<file path="src/rtl/pmem_arb_pkg.sv">
// Shared types and constants for the pmem outport arbiter and its tracking FIFO.
package pmem_arb_pkg;

  localparam int unsigned LEN_W   = 8;
  localparam int unsigned DATA_W  = 32;
  localparam int unsigned STRB_W  = 4;
  localparam int unsigned EXP_W   = LEN_W + 1;
  localparam int unsigned ENTRY_W = 1 + EXP_W;

  localparam logic ARB_M0 = 1'b0;
  localparam logic ARB_M1 = 1'b1;

  typedef enum logic [0:0] {StIdle, StWrBurst} lock_state_e;

  typedef struct packed {
    logic             id;
    logic [EXP_W-1:0] exp;
  } track_entry_t;

  // Reads return len+1 beats; a write burst returns a single response.
  function automatic logic [EXP_W-1:0] exp_acks(input logic rd, input logic [LEN_W-1:0] len);
    return rd ? ({1'b0, len} + EXP_W'(1)) : EXP_W'(1);
  endfunction

endpackage

</file>
<file path="src/rtl/pmem_arb_fifo.sv">
// Small synchronous FIFO with push/pop handshakes; full/empty from a registered count.
module pmem_arb_fifo #(
  parameter int unsigned WIDTH  = 8,
  parameter int unsigned DEPTH  = 4,
  parameter int unsigned ADDR_W = 2
) (
  input  logic             clk,
  input  logic             rst,
  input  logic             push_i,
  input  logic [WIDTH-1:0] data_in_i,
  input  logic             pop_i,
  output logic             valid_o,
  output logic             accept_o,
  output logic [WIDTH-1:0] data_out_o
);

  logic [WIDTH-1:0]  mem_q [DEPTH];
  logic [ADDR_W-1:0] wr_ptr_q, wr_ptr_d, rd_ptr_q, rd_ptr_d;
  logic [ADDR_W:0]   count_q, count_d;
  logic              do_push, do_pop;

  assign accept_o   = (count_q != (ADDR_W+1)'(DEPTH));
  assign valid_o    = (count_q != '0);
  assign data_out_o = mem_q[rd_ptr_q];
  assign do_push    = push_i & accept_o;
  assign do_pop     = pop_i & valid_o;

  always_comb begin
    wr_ptr_d = wr_ptr_q;
    rd_ptr_d = rd_ptr_q;
    count_d  = count_q;
    if (do_push) wr_ptr_d = (wr_ptr_q == ADDR_W'(DEPTH - 1)) ? '0 : wr_ptr_q + 1'b1;
    if (do_pop)  rd_ptr_d = (rd_ptr_q == ADDR_W'(DEPTH - 1)) ? '0 : rd_ptr_q + 1'b1;
    unique case ({do_push, do_pop})
      2'b10:   count_d = count_q + 1'b1;
      2'b01:   count_d = count_q - 1'b1;
      default: count_d = count_q;
    endcase
  end

  always_ff @(posedge clk) begin
    if (rst) begin
      wr_ptr_q <= '0;
      rd_ptr_q <= '0;
      count_q  <= '0;
    end else begin
      wr_ptr_q <= wr_ptr_d;
      rd_ptr_q <= rd_ptr_d;
      count_q  <= count_d;
    end
  end

  always_ff @(posedge clk) begin
    if (do_push) mem_q[wr_ptr_q] <= data_in_i;
  end

endmodule

</file>
<file path="src/rtl/pmem_outport_arb.sv">
// 2:1 round-robin arbiter for the pmem outport with write-burst locking and in-order
// response routing through a tracking FIFO of {master, expected acks}.
module pmem_outport_arb
  import pmem_arb_pkg::*;
#(
  parameter int unsigned OUTSTANDING = 4,
  parameter int unsigned ADDR_W      = 2
) (
  input  logic              clk,
  input  logic              rst,
  input  logic              m0_rd_i,
  input  logic [STRB_W-1:0] m0_wr_i,
  input  logic [LEN_W-1:0]  m0_len_i,
  input  logic [31:0]       m0_addr_i,
  input  logic [DATA_W-1:0] m0_write_data_i,
  input  logic              m1_rd_i,
  input  logic [STRB_W-1:0] m1_wr_i,
  input  logic [LEN_W-1:0]  m1_len_i,
  input  logic [31:0]       m1_addr_i,
  input  logic [DATA_W-1:0] m1_write_data_i,
  output logic              m0_accept_o,
  output logic              m0_ack_o,
  output logic              m0_error_o,
  output logic [DATA_W-1:0] m0_read_data_o,
  output logic              m1_accept_o,
  output logic              m1_ack_o,
  output logic              m1_error_o,
  output logic [DATA_W-1:0] m1_read_data_o,
  output logic              outport_rd_o,
  output logic [STRB_W-1:0] outport_wr_o,
  output logic [LEN_W-1:0]  outport_len_o,
  output logic [31:0]       outport_addr_o,
  output logic [DATA_W-1:0] outport_write_data_o,
  input  logic              outport_accept_i,
  input  logic              outport_ack_i,
  input  logic              outport_error_i,
  input  logic [DATA_W-1:0] outport_read_data_i
);

  lock_state_e      state_q;
  logic             lock_id_q, last_grant_q;
  logic [LEN_W-1:0] beat_cnt_q, resp_cnt_q;

  logic         req0, req1, gnt_valid, gnt_id, beat_fire, first_beat;
  logic         fifo_valid, fifo_accept, ack_hit, pop;
  track_entry_t push_entry, head;

  assign req0 = m0_rd_i | (|m0_wr_i);
  assign req1 = m1_rd_i | (|m1_wr_i);

  // A locked burst bypasses the full check: its entry was pushed on the first beat.
  always_comb begin
    gnt_valid = 1'b0;
    gnt_id    = ARB_M0;
    if (state_q == StWrBurst) begin
      gnt_id    = lock_id_q;
      gnt_valid = lock_id_q ? req1 : req0;
    end else if (fifo_accept) begin
      if (req0 && req1) begin
        gnt_valid = 1'b1;
        gnt_id    = ~last_grant_q;
      end else if (req0) begin
        gnt_valid = 1'b1;
        gnt_id    = ARB_M0;
      end else if (req1) begin
        gnt_valid = 1'b1;
        gnt_id    = ARB_M1;
      end
    end
  end

  always_comb begin
    outport_rd_o         = 1'b0;
    outport_wr_o         = '0;
    outport_len_o        = '0;
    outport_addr_o       = '0;
    outport_write_data_o = '0;
    if (gnt_valid) begin
      if (gnt_id == ARB_M1) begin
        outport_rd_o         = m1_rd_i;
        outport_wr_o         = m1_wr_i;
        outport_len_o        = m1_len_i;
        outport_addr_o       = m1_addr_i;
        outport_write_data_o = m1_write_data_i;
      end else begin
        outport_rd_o         = m0_rd_i;
        outport_wr_o         = m0_wr_i;
        outport_len_o        = m0_len_i;
        outport_addr_o       = m0_addr_i;
        outport_write_data_o = m0_write_data_i;
      end
    end
  end

  assign m0_accept_o = gnt_valid & (gnt_id == ARB_M0) & outport_accept_i;
  assign m1_accept_o = gnt_valid & (gnt_id == ARB_M1) & outport_accept_i;
  assign beat_fire   = gnt_valid & outport_accept_i;
  assign first_beat  = beat_fire & (state_q == StIdle);

  assign push_entry.id  = gnt_id;
  assign push_entry.exp = exp_acks(outport_rd_o, outport_len_o);

  pmem_arb_fifo #(
    .WIDTH  (ENTRY_W),
    .DEPTH  (OUTSTANDING),
    .ADDR_W (ADDR_W)
  ) u_track_fifo (
    .clk        (clk),
    .rst        (rst),
    .push_i     (first_beat),
    .data_in_i  (push_entry),
    .pop_i      (pop),
    .valid_o    (fifo_valid),
    .accept_o   (fifo_accept),
    .data_out_o (head)
  );

  // Acks with nothing outstanding are dropped.
  assign ack_hit        = outport_ack_i & fifo_valid;
  assign pop            = ack_hit & ({1'b0, resp_cnt_q} == (head.exp - EXP_W'(1)));
  assign m0_ack_o       = ack_hit & (head.id == ARB_M0);
  assign m1_ack_o       = ack_hit & (head.id == ARB_M1);
  assign m0_error_o     = m0_ack_o & outport_error_i;
  assign m1_error_o     = m1_ack_o & outport_error_i;
  assign m0_read_data_o = m0_ack_o ? outport_read_data_i : '0;
  assign m1_read_data_o = m1_ack_o ? outport_read_data_i : '0;

  always_ff @(posedge clk) begin
    if (rst) begin
      state_q      <= StIdle;
      lock_id_q    <= ARB_M0;
      last_grant_q <= ARB_M1;
      beat_cnt_q   <= '0;
      resp_cnt_q   <= '0;
    end else begin
      if (pop)          resp_cnt_q <= '0;
      else if (ack_hit) resp_cnt_q <= resp_cnt_q + 1'b1;
      unique case (state_q)
        StIdle: begin
          if (first_beat) begin
            last_grant_q <= gnt_id;
            if ((|outport_wr_o) && (outport_len_o != '0)) begin
              state_q    <= StWrBurst;
              lock_id_q  <= gnt_id;
              beat_cnt_q <= outport_len_o;
            end
          end
        end
        StWrBurst: begin
          if (beat_fire) begin
            beat_cnt_q <= beat_cnt_q - 1'b1;
            if (beat_cnt_q == LEN_W'(1)) state_q <= StIdle;
          end
        end
        default: state_q <= StIdle;
      endcase
    end
  end

endmodule

</file>
<file path="config.mk">
export PLATFORM = sky130hd
export DESIGN_NAME = pmem_outport_arb
export DESIGN_NICKNAME = d
export VERILOG_FILES = /design/src/rtl/pmem_arb_pkg.sv /design/src/rtl/pmem_arb_fifo.sv /design/src/rtl/pmem_outport_arb.sv
export SDC_FILE = /design/constraint.sdc
export NUM_CORES = 1
export LEC_CHECK = 0
export CAP_MARGIN = 40
export CELL_PAD_IN_SITES_DETAIL_PLACEMENT = 0
export CELL_PAD_IN_SITES_GLOBAL_PLACEMENT = 1
export CORE_MARGIN = 2
export CORE_UTILIZATION = 28
export DETAILED_ROUTE_END_ITERATION = 12
export PLACE_DENSITY = 0.85
export SYNTH_ARGS = -nofsm -noshare
export SYNTH_HDL_FRONTEND = slang
export SYNTH_HIERARCHICAL = 1
export SYNTH_SLANG_ARGS = --single-unit
</file>
<file path="constraint.sdc">
create_clock -name clk -period 8.5 [get_ports clk]
set_input_delay 1.7 -clock clk [delete_from_list [all_inputs] [get_ports clk]]
set_output_delay 1.7 -clock clk [all_outputs]
set_load 0.1 [all_outputs]
</file>
==> metrics.yaml, run 1 <==
status: "complete, no violations"
whs_ns: 0.493
dpl_worst_slack_ns: 1.62
seq_area_um2: 1760
final_util: 0.660
peakVddDrop_mv: 0.156
synth_top_area_cell: "edfxtp_1"
cts_setup_buffers: 0
drt_iter0_markers: 495
hp-class: "flop to flop"
critical_path_class: "input port to primary output"
wl_per_cell_um: 20.2
cp-end-kind: "primary output"
fp.dieH_um: 138
power_density_nw_per_um2: 213
io_pins: 338
synth_edf_count: 40
switching_power_mw: 1.17
cts_hold_buf: 0
rsz0062_at_grt: "false"
fin_crit_ns: 6.93
p_seq_frac: 0.166
p_int_mw: 1.28
clockRootBuffer: "clkbuf_16"
period_share: 0.815
synth_area_um2: 5030
p_comb_frac: 0.668
p_sw_frac: 0.479
core-area_um2: 17400
slowest_stage: "a21oi_4"
grt_overflow: 0
io_buffers: 337
multiInputGateArea_um2: 3040
path_max_fanout: 46
cts_sinks: 68
htreeDepth: 3
gp_congestion: 0.901
area_delta_synth_final_pct: 129
dpl.hpwl_um: 20300
clock.fmax_mhz: 144
track_usage: 0.252
cts_resized: 0
clk_pin_slew_ns: 0.06
cp.arrival_ns: 5.23
grt_pass1_wl_um: 35900
postRouteAntennaNets: 0
dr.pass1.iters: 5
numCtsBuffers: 9
synth_warnings: 6
fillCellCount: 1299
maxSlewViolCount: 0
vias_per_cell: 5.09
slowest_delay_ns: 0.71
initial_core_util: 0.289
routed_wl_um: 24500
synthTopCellsByArea: "edfxtp_1, a22o_1, dfxtp_1"
synth-async-reset-ratio: 0
synthesis.nets: 725
synth_cell_type_count: 72
insertion_delay_ns: 0.34
drive_above_1_share: 0.209
setup.worst_path.start_class: "input port"
ys.flop_type: "edfxtp_1"
postSynthCellCount: 521
drc: 0
cp.required_ns: 6.80
antenna-diode-count: 0
setup_slack_ns: 1.57
tns_ns: 0
final_nets: 1185
synth-seq-cells: 68
fin_skew_ns: 0.00843
cts_buffer_depth: 2
crit_chain: "clkdlybuf4s50_1 -> or4_4 -> or3_4 -> a21oi_4 -> buf_12 -> a22o_1 -> clkdlybuf4s50_1 -> buf_8"
p_clk_frac: 0.166
grt_max_degree: 57
startpoint: "m1_wr_i[1]"
synth_top_area_share: 0.239
tightest_slew_ns: 0.867
hold_violations: 0
ys_seq_area_frac: 0.350
syn_avg_cell_area_um2: 9.65
row_count: 48
slew_headroom: 0.421
die_area_um2: 19000
cts_tree: "built"
fp.dieW_um: 138
first_global_vias: 6527
finalPower_mw: 2.45
antenna_found_initial: 0
p_leak_nw: 4.59
setup_viol: 0
vias: 6170
critical-path-top-cell-by-count: "clkdlybuf4s50_1"
min_from: "beat_cnt_q[7]"
max_cap_viol_count: 0
[power groups by stage]
stage | Combinational [mW] | Sequential (mW) | Clock (mW)
6_report | 1.64 | 0.408 | 0.405
2_1_floorplan | 0.944 | 0.404 | 0
5_1_grt | 1.69 | 0.411 | 0.422
3_3_place_gp | 1.28 | 0.412 | 0
4_1_cts | 1.64 | 0.407 | 0.407
3_5_place_dp | 1.63 | 0.413 | 0
[cells in the mapped netlist, drive strengths merged, types with 3 or more instances]
| cell | number |
|---|---|
| a211o | 3 |
| a211oi | 10 |
| a21oi | 15 |
| a22o | 71 |
| a22oi | 3 |
| a31oi | 4 |
| a32o | 3 |
| and2 | 69 |
| and3 | 9 |
| buf | 18 |
| clkbuf | 18 |
| dfxtp | 28 |
| edfxtp | 40 |
| ha | 12 |
| inv | 19 |
| mux2i | 5 |
| mux4 | 10 |
| nand2 | 23 |
| nand2b | 7 |
| nand3 | 9 |
| nand4 | 3 |
| nor2 | 20 |
| nor2b | 6 |
| nor3 | 13 |
| nor4 | 6 |
| o21ai | 13 |
| o221ai | 4 |
| o31ai | 8 |
| o32ai | 6 |
| or3 | 8 |
| or4 | 7 |
| xnor2 | 10 |
| xor2 | 11 |
[final cells by class]
| class | instances | area share |
|---|---|---|
| timing repair buffer | 485 | 0.523 |
| multi-input combinational | 397 | 0.265 |
| sequential | 68 | 0.153 |
| tap | 225 | 0.0245 |
| clock buffer | 9 | 0.0196 |
| clock inverter | 7 | 0.00860 |
| inverter | 20 | 0.00653 |
[placed cells by master (no fill, tap or decap), drive strengths merged, types with 8 or more instances in the layout]
| cell type | n |
|---|---|
| ha | 12 |
| nor2 | 20 |
| edfxtp | 40 |
| nand3 | 9 |
| nand2 | 23 |
| buf | 154 |
| dfxtp | 28 |
| o31ai | 8 |
| and2 | 69 |
| or3 | 8 |
| a22o | 71 |
| nor3 | 13 |
| and3 | 9 |
| o21ai | 13 |
| xnor2 | 10 |
| clkdlybuf4s50 | 331 |
| inv | 20 |
| a211oi | 10 |
| a21oi | 15 |
| xor2 | 11 |
| mux4 | 10 |
| clkbuf | 9 |
[path summary, 6_finish.rpt]
path	to	cells past startpoint	slack [ns]
worst min-delay path	beat_cnt_q[7]	2	0.49
worst max-delay path	outport_write_data_o[3]	8	1.57
worst max register to register	u_track_fifo/count_q[2]	14	3.75
worst min register to register	beat_cnt_q[7]	2	0.49
[per-stage QoR]
| step | instance area, µm² | instances |
|---|---|---|
| 3_3_place_gp | 8580 | 1051 |
| 2_1_floorplan | 5030 | 521 |
| 6_report | 11500 | 1211 |
| 5_1_grt | 11500 | 1211 |
| 4_1_cts | 11500 | 1211 |
| 3_5_place_dp | 11200 | 1195 |
[metal layers]
layer / track usage / routed length, µm / vias up
met3: 0.0636 / 1590 / 57
met1: 0.275 / 8970 / 2897
met2: 0.468 / 13100 / 287
met5: 0 / 0 / -
met4: 0.0930 / 833 / 0
li1: - / - / 2929
[cell families after synthesis]
logic type,Yosys count,share of synthesized area
flip-flops,68,0.350
multiplexers,16,0.0570
AND/OR/NAND/NOR,186,0.214
XOR/XNOR,21,0.0366
AO/OA/AOI/OAI,161,0.261
buffers and inverters,56,0.0470
adder cells (fa/ha/maj),13,0.0338
[worst max-delay path: cells and delay by family]
kind | cells | cell delay [ns]
compound gates | 2 | 0.89
simple gates | 2 | 1.05
buf+inv | 4 | 1.52
[flip-flops by register name, summed over array words and instances (netlist names), named ones only]
| signal | cells |
|---|---|
| beat_cnt_q | 8 |
| last_grant_q | 1 |
| lock_id_q | 1 |
| resp_cnt_q | 8 |
| state_q | 1 |
| u_track_fifo/count_q | 3 |
| u_track_fifo/mem_q | 40 |
| u_track_fifo/rd_ptr_q | 2 |
| u_track_fifo/wr_ptr_q | 2 |
Power figures use the tool's default switching activity.
==> run 2, diff against run 1 <==
--- a/config.mk
+++ b/config.mk
@@ -9,9 +9,9 @@
 export CELL_PAD_IN_SITES_DETAIL_PLACEMENT = 0
 export CELL_PAD_IN_SITES_GLOBAL_PLACEMENT = 1
 export CORE_MARGIN = 2
-export CORE_UTILIZATION = 28
+export CORE_UTILIZATION = 26
 export DETAILED_ROUTE_END_ITERATION = 12
-export PLACE_DENSITY = 0.85
+export PLACE_DENSITY = 0.79
 export SYNTH_ARGS = -nofsm -noshare
 export SYNTH_HDL_FRONTEND = slang
 export SYNTH_HIERARCHICAL = 1
==> constraint.sdc (replaced) <==
create_clock -name clk -period 7 [get_ports clk]
set_input_delay 1.4 -clock clk [delete_from_list [all_inputs] [get_ports clk]]
set_output_delay 1.4 -clock clk [all_outputs]
set_load 0.1 [all_outputs]
==> metrics.yaml, run 2 (synthesis gave the netlist of run 1 again) <==
status: "complete, no violations"
grt_max_degree: 76
track_usage: 0.203
period_share: 0.829
rr_worst_depth: 15
hp-class: "flop to flop"
cts_setup_buffers: 0
initial_core_util: 0.267
area_delta_synth_final_pct: 97.8
crit_family: "buffers and inverters"
insertion_delay_ns: 0.32
fin_skew_ns: 0.0116
critPathBufInv: 4
antenna-diode-count: 0
setup_viol: 0
dr.pass1.iters: 4
dpl.hpwl_um: 18000
clock.fmax_mhz: 172
worst-path-stages: 8
power_density_nw_per_um2: 253
rsz0062_at_grt: "false"
maxSlewViolCount: 0
clockRootBuffer: "clkbuf_16"
row_count: 50
p_leak_nw: 3.98
drt_iter0_markers: 340
layout_common_cells: "clkdlybuf4s50_1, buf_4, a22o_1, and2_1, buf_8"
cts_resized: 0
cts_sinks: 68
fp.dieW_um: 143
cp-end-kind: "primary output"
cp.arrival_ns: 4.41
setup.worst_path.start_class: "input port"
clk_pin_slew_ns: 0.06
drc: 0
design_area_um2: 9940
rr_endpoint: "u_track_fifo/count_q[2]"
fin_crit_ns: 5.81
critical-path-top-cell-by-count: "buf_4"
wl_per_cell_um: 18.2
vias_per_cell: 4.89
peakVddDrop_mv: 0.157
startpoint: "m0_wr_i[0]"
die_area_um2: 20500
core-area_um2: 18800
r2r_setup_slack_ns: 2.31
slowest_delay_ns: 0.65
path_max_fanout: 41
largest_reg_flops: 40
gp_congestion: 0.807
crit_chain: "clkdlybuf4s50_1 -> or4_4 -> o221a_1 -> nor2_4 -> buf_4 -> buf_4 -> a22o_1 -> buf_4"
cts_buffer_depth: 2
cts_tree: "built"
drive_above_1_share: 0.226
tightest_slew_ns: 0.791
grt_overflow: 0
max_cap_viol_count: 0
final_common_cell: "clkdlybuf4s50_1"
post_dp_cell_area_um2: 9670
fp.dieH_um: 143
io_buffers: 337
largest_register: "u_track_fifo/mem_q"
postRouteAntennaNets: 0
antenna_found_initial: 0
routed_wl_um: 21400
crit_end: "outport_write_data_o[2]"
cts_hold_buf: 0
htreeDepth: 3
slowest_stage: "or4_4"
hold_violations: 0
vias: 5737
io_pins: 338
final_nets: 1113
cp.required_ns: 5.60
first_global_vias: 5750
critical_path_class: "input port to primary output"
tns_ns: 0
numCtsBuffers: 9
largest_registers: "u_track_fifo/mem_q (40), beat_cnt_q (8), resp_cnt_q (8)"
slew_headroom: 0.469
grt_pass1_wl_um: 31900
==> run 2: changes by cell type in the layout (fill, tap and decap cells not counted), sizes merged <==
| cell | delta |
|---|---|
| bufinv | -2 |
| clkdlybuf4s50 | -72 |
| clkinv | -3 |
| clkinvlp | +4 |
| inv | +1 |
==> run 2: metrics by stage <==
| step | setup slack (ns) | std cells | power, mW | hold slack (ns) | utilization |
|---|---|---|---|---|---|
| 2_1_floorplan | 1.75 | 521 | 1.64 | 0.463 | - |
| 3_3_place_gp | 1.24 | 1088 | 2.03 | 0.484 | 0.448 |
| 3_5_place_dp | 1.23 | 1158 | 2.12 | 0.488 | 0.513 |
| 4_1_cts | 1.23 | 1174 | 2.53 | 0.498 | 0.528 |
| 5_1_grt | 1.11 | 1174 | 2.61 | 0.541 | 0.528 |
| 6_report | 1.19 | 1174 | 2.51 | 0.500 | 0.528 |
==> run 2: how the worst min path moves through the flow <==
stage	start	end	slack, ns	depth (start not counted)
after detailed placement	beat_cnt_q[7]	beat_cnt_q[7]	0.49	2
after CTS	beat_cnt_q[7]	beat_cnt_q[7]	0.50	2
final	beat_cnt_q[7]	beat_cnt_q[7]	0.50	2
after global routing	beat_cnt_q[7]	beat_cnt_q[7]	0.54	2
after floorplan	u_track_fifo/rd_ptr_q[0]	flop	0.46	2
after global placement	beat_cnt_q[7]	beat_cnt_q[7]	0.48	2
==> run 2: tightest hold or removal path: stages (launching register included) <==
cell and delay (ns):
dfxtp_1 0.32, inv_1 0.05, o32ai_1 0.07
==> run 2: layer usage <==
layer  vias up  GRT usage  share of wire
met1      2684      0.230           0.38
met5         -          0              0
met3        27     0.0366          0.058
met2       239      0.383           0.53
li1       2787          -              -
met4         0     0.0677          0.029
==> run 2: area by class of cell <==
cell class	count	area [µm²]
Multi-Input combinational cell	397	3040
Fill cell	1676	8890
Sequential cell	68	1760
Inverter	20	75.1
Tap cell	260	325
Timing Repair Buffer	413	4460
Clock buffer	9	225
Clock inverter	7	50.0
==> run 2: report_power, final <==
part	switching, mW	internal (mW)
combinational	1.14	0.471
sequential	0.0256	0.468
clock	0.163	0.240
total	1.33	1.18
==> run 3, diff against run 2 <==
--- a/config.mk
+++ b/config.mk
@@ -9,9 +9,9 @@
 export CELL_PAD_IN_SITES_DETAIL_PLACEMENT = 0
 export CELL_PAD_IN_SITES_GLOBAL_PLACEMENT = 1
 export CORE_MARGIN = 2
-export CORE_UTILIZATION = 26
+export CORE_UTILIZATION = 23
 export DETAILED_ROUTE_END_ITERATION = 12
-export PLACE_DENSITY = 0.79
+export PLACE_DENSITY = 0.74
 export SYNTH_ARGS = -nofsm -noshare
 export SYNTH_HDL_FRONTEND = slang
 export SYNTH_HIERARCHICAL = 1
==> constraint.sdc (replaced) <==
create_clock -name clk -period 4.85 [get_ports clk]
set_input_delay 0.97 -clock clk [delete_from_list [all_inputs] [get_ports clk]]
set_output_delay 0.97 -clock clk [all_outputs]
set_load 0.1 [all_outputs]
==> metrics.yaml, run 3 (synthesis gave the netlist of run 1 again) <==
cts_buffer_depth: 2
final_common_cell: "clkdlybuf4s50_1"
hp-class: "flop to flop"
setup_slack_ns: 0.418
p_leak_nw: 4.06
cts_hold_buf: 0
cp-end-kind: "flop"
clk_pin_slew_ns: 0.06
postRouteAntennaNets: 0
cts_setup_buffers: 0
vias: 5521
dpl_worst_slack_ns: 0.410
cts_sinks: 68
area_delta_synth_final_pct: 100
largest_reg_flops: 40
finalPower_mw: 3.93
wl_per_cell_um: 18.2
largest_register: "u_track_fifo/mem_q"
layout_common_cells: "clkdlybuf4s50_1, buf_12, a22o_1, and2_1, buf_4"
hold_violations: 0
power_density_nw_per_um2: 390
met1_usage: 0.189
grt_overflow: 0
slew_headroom: 0.538
drc: 0
peakVddDrop_mv: 0.246
setup_viol: 0
tightest_slew_ns: 0.693
die_area_um2: 23100
tns_ns: 0
io_buffers: 337
first_global_vias: 5602
grt_pass1_wl_um: 31500
final_nets: 1055
numCtsBuffers: 9
gr-usage-met3: 0.0485
grt_max_degree: 66
vias_per_cell: 4.86
max_cap_viol_count: 0
fp.dieH_um: 152
cts_tree: "built"
routed_wl_um: 20600
io_pins: 338
critical_path_class: "flop to flop"
cp.arrival_ns: 4.68
dr.pass1.iters: 5
clockRootBuffer: "clkbuf_16"
initial_core_util: 0.233
cts_resized: 0
largest_registers: "u_track_fifo/mem_q (40), beat_cnt_q (8), resp_cnt_q (8)"
whs_ns: 0.495
fin_crit_ns: 4.43
fin_skew_ns: 0.00944
dpl.hpwl_um: 17400
fp.dieW_um: 152
drive_above_1_share: 0.251
htreeDepth: 3
clock.fmax_mhz: 226
maxSlewViolCount: 0
final_util: 0.466
setup.worst_path.start_class: "flop"
cp.required_ns: 5.10
row_count: 54
grt-busiest-layer: "met2"
period_share: 0.914
fillCellCount: 2046
met2_usage: 0.324
path_max_fanout: 8
gp_congestion: 0.821
core-area_um2: 21600
insertion_delay_ns: 0.33
drt_iter0_markers: 302
antenna-diode-count: 0
antenna_found_initial: 0
track_usage: 0.172
status: "complete, no violations"
rsz0062_at_grt: "false"
[run 3: worst max-delay path, stage by stage, from the launching register on]
cell and delay [ns]:
dfxtp_1 0.64, mux4_2 0.63, inv_1 0.08, ha_1 0.20, nand2b_1 0.17, nor4_1 0.32
a31oi_1 0.08, o31ai_1 0.25, o2111a_1 0.28, and2_1 0.15, o31ai_1 0.13, inv_1 0.10
ha_1 0.17, inv_1 0.07, fa_1 0.37, xor2_1 0.15, or3_2 0.40, a21oi_1 0.14
[run 3: final timing paths]
path                 start                 endpoint  slack [ns]  cells past startpoint
max                   flop  u_track_fifo/count_q[2]        0.42                     17
min          beat_cnt_q[7]            beat_cnt_q[7]        0.49                      2
max reg2reg           flop  u_track_fifo/count_q[2]        0.42                     17
min reg2reg  beat_cnt_q[7]            beat_cnt_q[7]        0.49                      2
[run 3: area by class of cell]
class                   instances  area (µm²)  share of cell area
repair buffers                355        4580               0.455
clock inverters                 5        28.8             0.00286
clock buffers                  11         233              0.0231
inverters                      20        75.1             0.00745
multi-input cells             397        3040               0.302
flip-flops and latches         68        1760               0.175
well taps                     280         350              0.0348
[run 3: metal layers]
metal,up-vias,part of all wire
met1,2594,0.37
met3,18,0.070
met2,245,0.54
li1,2664,-
met4,0,0.018
met5,-,0
[run 3: metrics by stage]
stage | cell area [µm²] | cells
after floorplan | 5030 | 521
after global placement | 9810 | 1120
after detailed placement | 9810 | 1120
after CTS | 10100 | 1136
after global routing | 10100 | 1136
final | 10100 | 1136
[run 3: power breakdown]
part / internal (mW) / switching, mW
Sequential: 0.676 / 0.0295
Combinational: 0.945 / 1.71
Clock: 0.342 / 0.230
